===== src/rtl/uart_rx_ctrl.sv =====
// UART receive controller: frame FSM that steers an external edge/bit counter and
// data sampler, assembles the word LSB-first and reports parity/stop errors.
module uart_rx_ctrl #(
    parameter int unsigned DATA_WIDTH = 8
) (
    input  logic                  clk,
    input  logic                  rst,
    input  logic                  rx_in,
    input  logic                  sampled_bit,
    input  logic [4:0]            prescale,
    input  logic                  par_en,
    input  logic                  par_typ,
    input  logic [3:0]            bit_cnt,
    input  logic [4:0]            edge_cnt,
    output logic                  en_counter,
    output logic                  cnt_clr,
    output logic                  data_samp_en,
    output logic [DATA_WIDTH-1:0] p_data,
    output logic                  data_valid,
    output logic                  par_err,
    output logic                  stp_err,
    output logic                  busy
);

    typedef enum logic [2:0] {
        IDLE,
        START,
        DATA,
        PARITY,
        STOP
    } state_e;

    localparam logic [3:0] LAST_DATA_BIT = 4'(DATA_WIDTH);

    state_e                state_q, state_d;
    logic [DATA_WIDTH-1:0] shreg_q, shreg_d;
    logic [DATA_WIDTH-1:0] p_data_q, p_data_d;
    logic                  data_valid_q, data_valid_d;
    logic                  par_err_q, par_err_d;
    logic                  stp_err_q, stp_err_d;
    logic                  cnt_clr_q, cnt_clr_d;
    logic                  par_flag_q, par_flag_d;
    logic                  active;
    logic                  last_edge;

    assign active    = (state_q != IDLE);
    assign last_edge = active && (edge_cnt == (prescale - 5'd1));

    always_comb begin
        state_d      = state_q;
        shreg_d      = shreg_q;
        p_data_d     = p_data_q;
        par_flag_d   = par_flag_q;
        data_valid_d = 1'b0;
        par_err_d    = 1'b0;
        stp_err_d    = 1'b0;
        cnt_clr_d    = 1'b0;
        case (state_q)
            IDLE: begin
                if (!rx_in) begin
                    state_d    = START;
                    par_flag_d = 1'b0;
                end
            end
            START: begin
                if (last_edge) begin
                    if (sampled_bit) begin
                        state_d   = IDLE;
                        cnt_clr_d = 1'b1;
                    end else begin
                        state_d = DATA;
                    end
                end
            end
            DATA: begin
                if (last_edge) begin
                    shreg_d = {sampled_bit, shreg_q[DATA_WIDTH-1:1]};
                    if (bit_cnt == LAST_DATA_BIT) begin
                        state_d = par_en ? PARITY : STOP;
                    end
                end
            end
            PARITY: begin
                if (last_edge) begin
                    par_flag_d = (sampled_bit != ((^shreg_q) ^ par_typ));
                    state_d    = STOP;
                end
            end
            STOP: begin
                // Result flags are registered here so they appear the cycle after the stop sample.
                if (last_edge) begin
                    state_d   = IDLE;
                    cnt_clr_d = 1'b1;
                    stp_err_d = ~sampled_bit;
                    par_err_d = par_flag_q;
                    if (!par_flag_q && sampled_bit) begin
                        data_valid_d = 1'b1;
                        p_data_d     = shreg_q;
                    end
                end
            end
            default: state_d = IDLE;
        endcase
    end

    always_ff @(posedge clk) begin
        if (!rst) begin
            state_q      <= IDLE;
            shreg_q      <= '0;
            p_data_q     <= '0;
            data_valid_q <= 1'b0;
            par_err_q    <= 1'b0;
            stp_err_q    <= 1'b0;
            cnt_clr_q    <= 1'b0;
            par_flag_q   <= 1'b0;
        end else begin
            state_q      <= state_d;
            shreg_q      <= shreg_d;
            p_data_q     <= p_data_d;
            data_valid_q <= data_valid_d;
            par_err_q    <= par_err_d;
            stp_err_q    <= stp_err_d;
            cnt_clr_q    <= cnt_clr_d;
            par_flag_q   <= par_flag_d;
        end
    end

    assign en_counter   = active;
    assign data_samp_en = active;
    assign busy         = active;
    assign cnt_clr      = cnt_clr_q;
    assign p_data       = p_data_q;
    assign data_valid   = data_valid_q;
    assign par_err      = par_err_q;
    assign stp_err      = stp_err_q;

endmodule


===== config.mk =====
export PLATFORM = sky130hd
export DESIGN_NAME = uart_rx_ctrl
export DESIGN_NICKNAME = d
export VERILOG_FILES = /design/src/rtl/uart_rx_ctrl.sv
export SDC_FILE = /design/constraint.sdc
export NUM_CORES = 1
export LEC_CHECK = 0
export BUFFER_PORTS_ARGS = -buffer_cell sky130_fd_sc_hd__buf_4
export CORE_UTILIZATION = 40
export DETAILED_ROUTE_END_ITERATION = 16
export PLACE_DENSITY = 0.74
export SKIP_LAST_GASP = 1
export SLEW_MARGIN = 10
export SYNTH_ARGS = -nofsm -noshare
export SYNTH_HDL_FRONTEND = slang
export SYNTH_SLANG_ARGS = --single-unit

===== constraint.sdc =====
create_clock -name clk -period 2.1 [get_ports clk]
set_input_delay 0.105 -clock clk [delete_from_list [all_inputs] [get_ports clk]]
set_output_delay 0.105 -clock clk [all_outputs]
set_load 0.03 [all_outputs]

==> results.json <==
{
  "crit_fanout": 9,
  "synth.largest_area_cell": "dfxtp_1",
  "cts_sinks": 24,
  "fmax_ghz": 0.6061,
  "die_h_microns": 60.50,
  "fin_crit_ns": 1.650,
  "power_density_nw_per_um2": 583.9,
  "synth_nets": 164,
  "gp_congestion": 0.8124,
  "ant_nets": 0,
  "synth_area_leaders": "dfxtp_1, xnor2_1, mux2i_1",
  "worst_skew_pair.late_latency_ns": 0.32,
  "fin_worst_skew_ns": 0.01488,
  "setup-violations-final": 0,
  "drc": 0,
  "synth-edff-count": 0,
  "final-max-slew-violation-count": 0,
  "clkTransAtPathRegs_ns": 0.14,
  "grt.met3_usage_pct": 2.772,
  "cp_common_cell": "nor2b_1",
  "synth_seq_area_share_pct": 35.10,
  "route.vias.total": 1111,
  "outcome": "finished clean",
  "grt_pass1_vias": 1032,
  "grt_overflow": 0,
  "num_antenna_cells": 0,
  "post-dp-hpwl_mm": 2.001,
  "vias_per_cell": 5.073,
  "required_ns": 2.32,
  "ys_ff_latch": 24,
  "cts_hold_buf": 1,
  "grt.met2_usage_pct": 30.46,
  "slowest_stage": "dfxtp_1",
  "startpoint_type": "flop",
  "cts_inserted_buffers": 3,
  "clockBufferDepth": 2,
  "endpoint_kind": "flop",
  "syn_to_final_growth_pct": 24.13,
  "die_width_microns": 60.50,
  "synth.top_cells.by_count": "dfxtp_1, nand2_1, nand3_1, nor2b_1, xnor2_1",
  "dp.cells": 214,
  "antenna_found_initial": 0,
  "synth_top_flop_cell": "dfxtp_1",
  "avgSynthCellArea_sq_um": 9.572,
  "path_class": "reg -> reg",
  "hold_viol": 0,
  "rows": 20,
  "cts_resized": 0,
  "grt_use_met1_pct": 18.27,
  "critPathMaxStageDelay_ns": 0.42,
  "dieArea_sq_um": 3660,
  "fin_setup_tns_ns": 0,
  "hold_path.startpoint": "rx_in",
  "grt.busiest_layer": "met2",
  "final_nets": 197,
  "yosysUniqueCellTypes": 39,
  "post-synth-top-count-cell": "dfxtp_1",
  "peakVddDrop_mv": 0.2939,
  "first_iter_violations": 25,
  "worstHoldPathCells": 3,
  "drive_gt1_share_pct": 29.71,
  "grtUsageTotal_pct": 16.35,
  "path_cells": "nor2b_1 > nor2b_1 > o2111ai_4 > mux2i_1 > nor2b_1",
  "crit_arrival_ns": 1.87,
  "grt_max_degree": 24,
  "ys_async_sr_fraction_pct": 0,
  "rsz0062_at_grt": "false",
  "avgRoutedWirePerCell_microns": 12.45,
  "crit_start": "state_q[2]",
  "drv_cap": 0,
  "leakagePower_nw": 0.6919,
  "max_slew_margin_pct": 67.42,
  "r2r_start": "state_q[2]",
  "grt_pass1_wl_mm": 4.422,
  "routed_wl_mm": 2.727,
  "design.core.area_sq_um": 3153,
  "drtPass1Iterations": 5,
  "post_cts_buffers": 0,
  "final_cell_count_no_fill": 219,
  "ff2ff_path_depth": 5,
  "synth_top_area_share_pct": 35.10,
  "worst_slew_pin_slew_ns": 0.4887,
  "buffer_ports.inserted": 34,
  "initial_core_util_pct": 43.41,
  "synth.cell_area_sq_um": 1369,
  "cts_max_level": 1,
  "syn-instance-count": 143,
  "ys_warn_count": 0,
  "finalCritPeriodShare_pct": 78.57,
  "io_pins": 35,
  "hp-class": "in -> reg",
  "root_buffer": "clkbuf_4",
  "cts_tree": "done"
}
==> metrics by stage <==
stage / setup slack [ns] / power [mW] / instance area [sq um] / util, % / hold slack, ns
after floorplan: 0.4998 / 0.6128 / 1369 / - / 0.1774
after global placement: 0.2760 / 0.6600 / 1637 / 51.90 / 0.3368
after detailed placement: 0.1753 / 0.6647 / 1637 / 51.90 / 0.3352
after CTS: 0.4712 / 0.9950 / 1699 / 53.89 / 0.07353
after global routing: 0.3501 / 1.033 / 1699 / 53.89 / 0.07705
final: 0.4501 / 0.9920 / 1699 / 53.89 / 0.06475
==> cell usage in the layout, fill, tap and decap left out, types with 4 or more instances in the layout <==
cell	n
buf_4	36
dfxtp_1	24
nand2_1	13
xnor2_1	10
nor2b_1	10
nand3_1	10
a21boi_1	9
mux2i_1	8
nor2_1	7
nand2b_1	5
xor2_1	4
==> cell families after synthesis <==
family                   after synthesis  share of synthesized area, %
AND/OR/NAND/NOR                       58                         24.96
AO/OA/AOI/OAI                         24                         17.18
flip-flops                            24                         35.10
XOR/XNOR                              15                         10.15
buffers and inverters                 12                         5.026
multiplexers                           9                         6.673
adder cells (fa/ha/maj)                1                        0.9139
==> cell type report <==
type                            instances  area (sq um)
Sequential cell                        24         480.5
Inverter                                3         11.26
Fill cell                             315          1454
Timing Repair Buffer                   37         280.3
Multi-Input combinational cell        107         819.5
Tap cell                               44         55.05
Clock buffer                            3         22.52
Clock inverter                          1         30.03
==> per-layer routing <==
metal	up-vias	routed length (microns)
met5	-	0
met4	0	29
met3	4	105
met2	24	1391
met1	526	1199
li1	557	-
==> registers in the layout (all words and copies together) (netlist names) <==
name and flops:
state_q 3, cnt_clr 1, par_err 1, stp_err 1
shreg_q 8, p_data 8, par_flag_q 1, data_valid 1
==> worst paths after layout <==
path                end  slack [ns]
max          shreg_q[2]        0.45
max reg2reg  shreg_q[2]        0.45
min          state_q[0]        0.06
min reg2reg     par_err        0.45
==> critical path, delay by kind of cell (launching register included) <==
kind | cells | cell delay [ns]
AOI/OAI and AO/OA | 1 | 0.27
and+or+nand+nor | 3 | 0.60
DFF | 1 | 0.42
muxes | 1 | 0.25
==> where the power goes <==
group | internal [mW] | total [mW] | switching [mW]
Clock | 0.193 | 0.336 | 0.143
Combinational | 0.0841 | 0.188 | 0.103
Sequential | 0.460 | 0.469 | 0.00886
Total | 0.737 | 0.992 | 0.255
(Power assumes the default switching activity.)
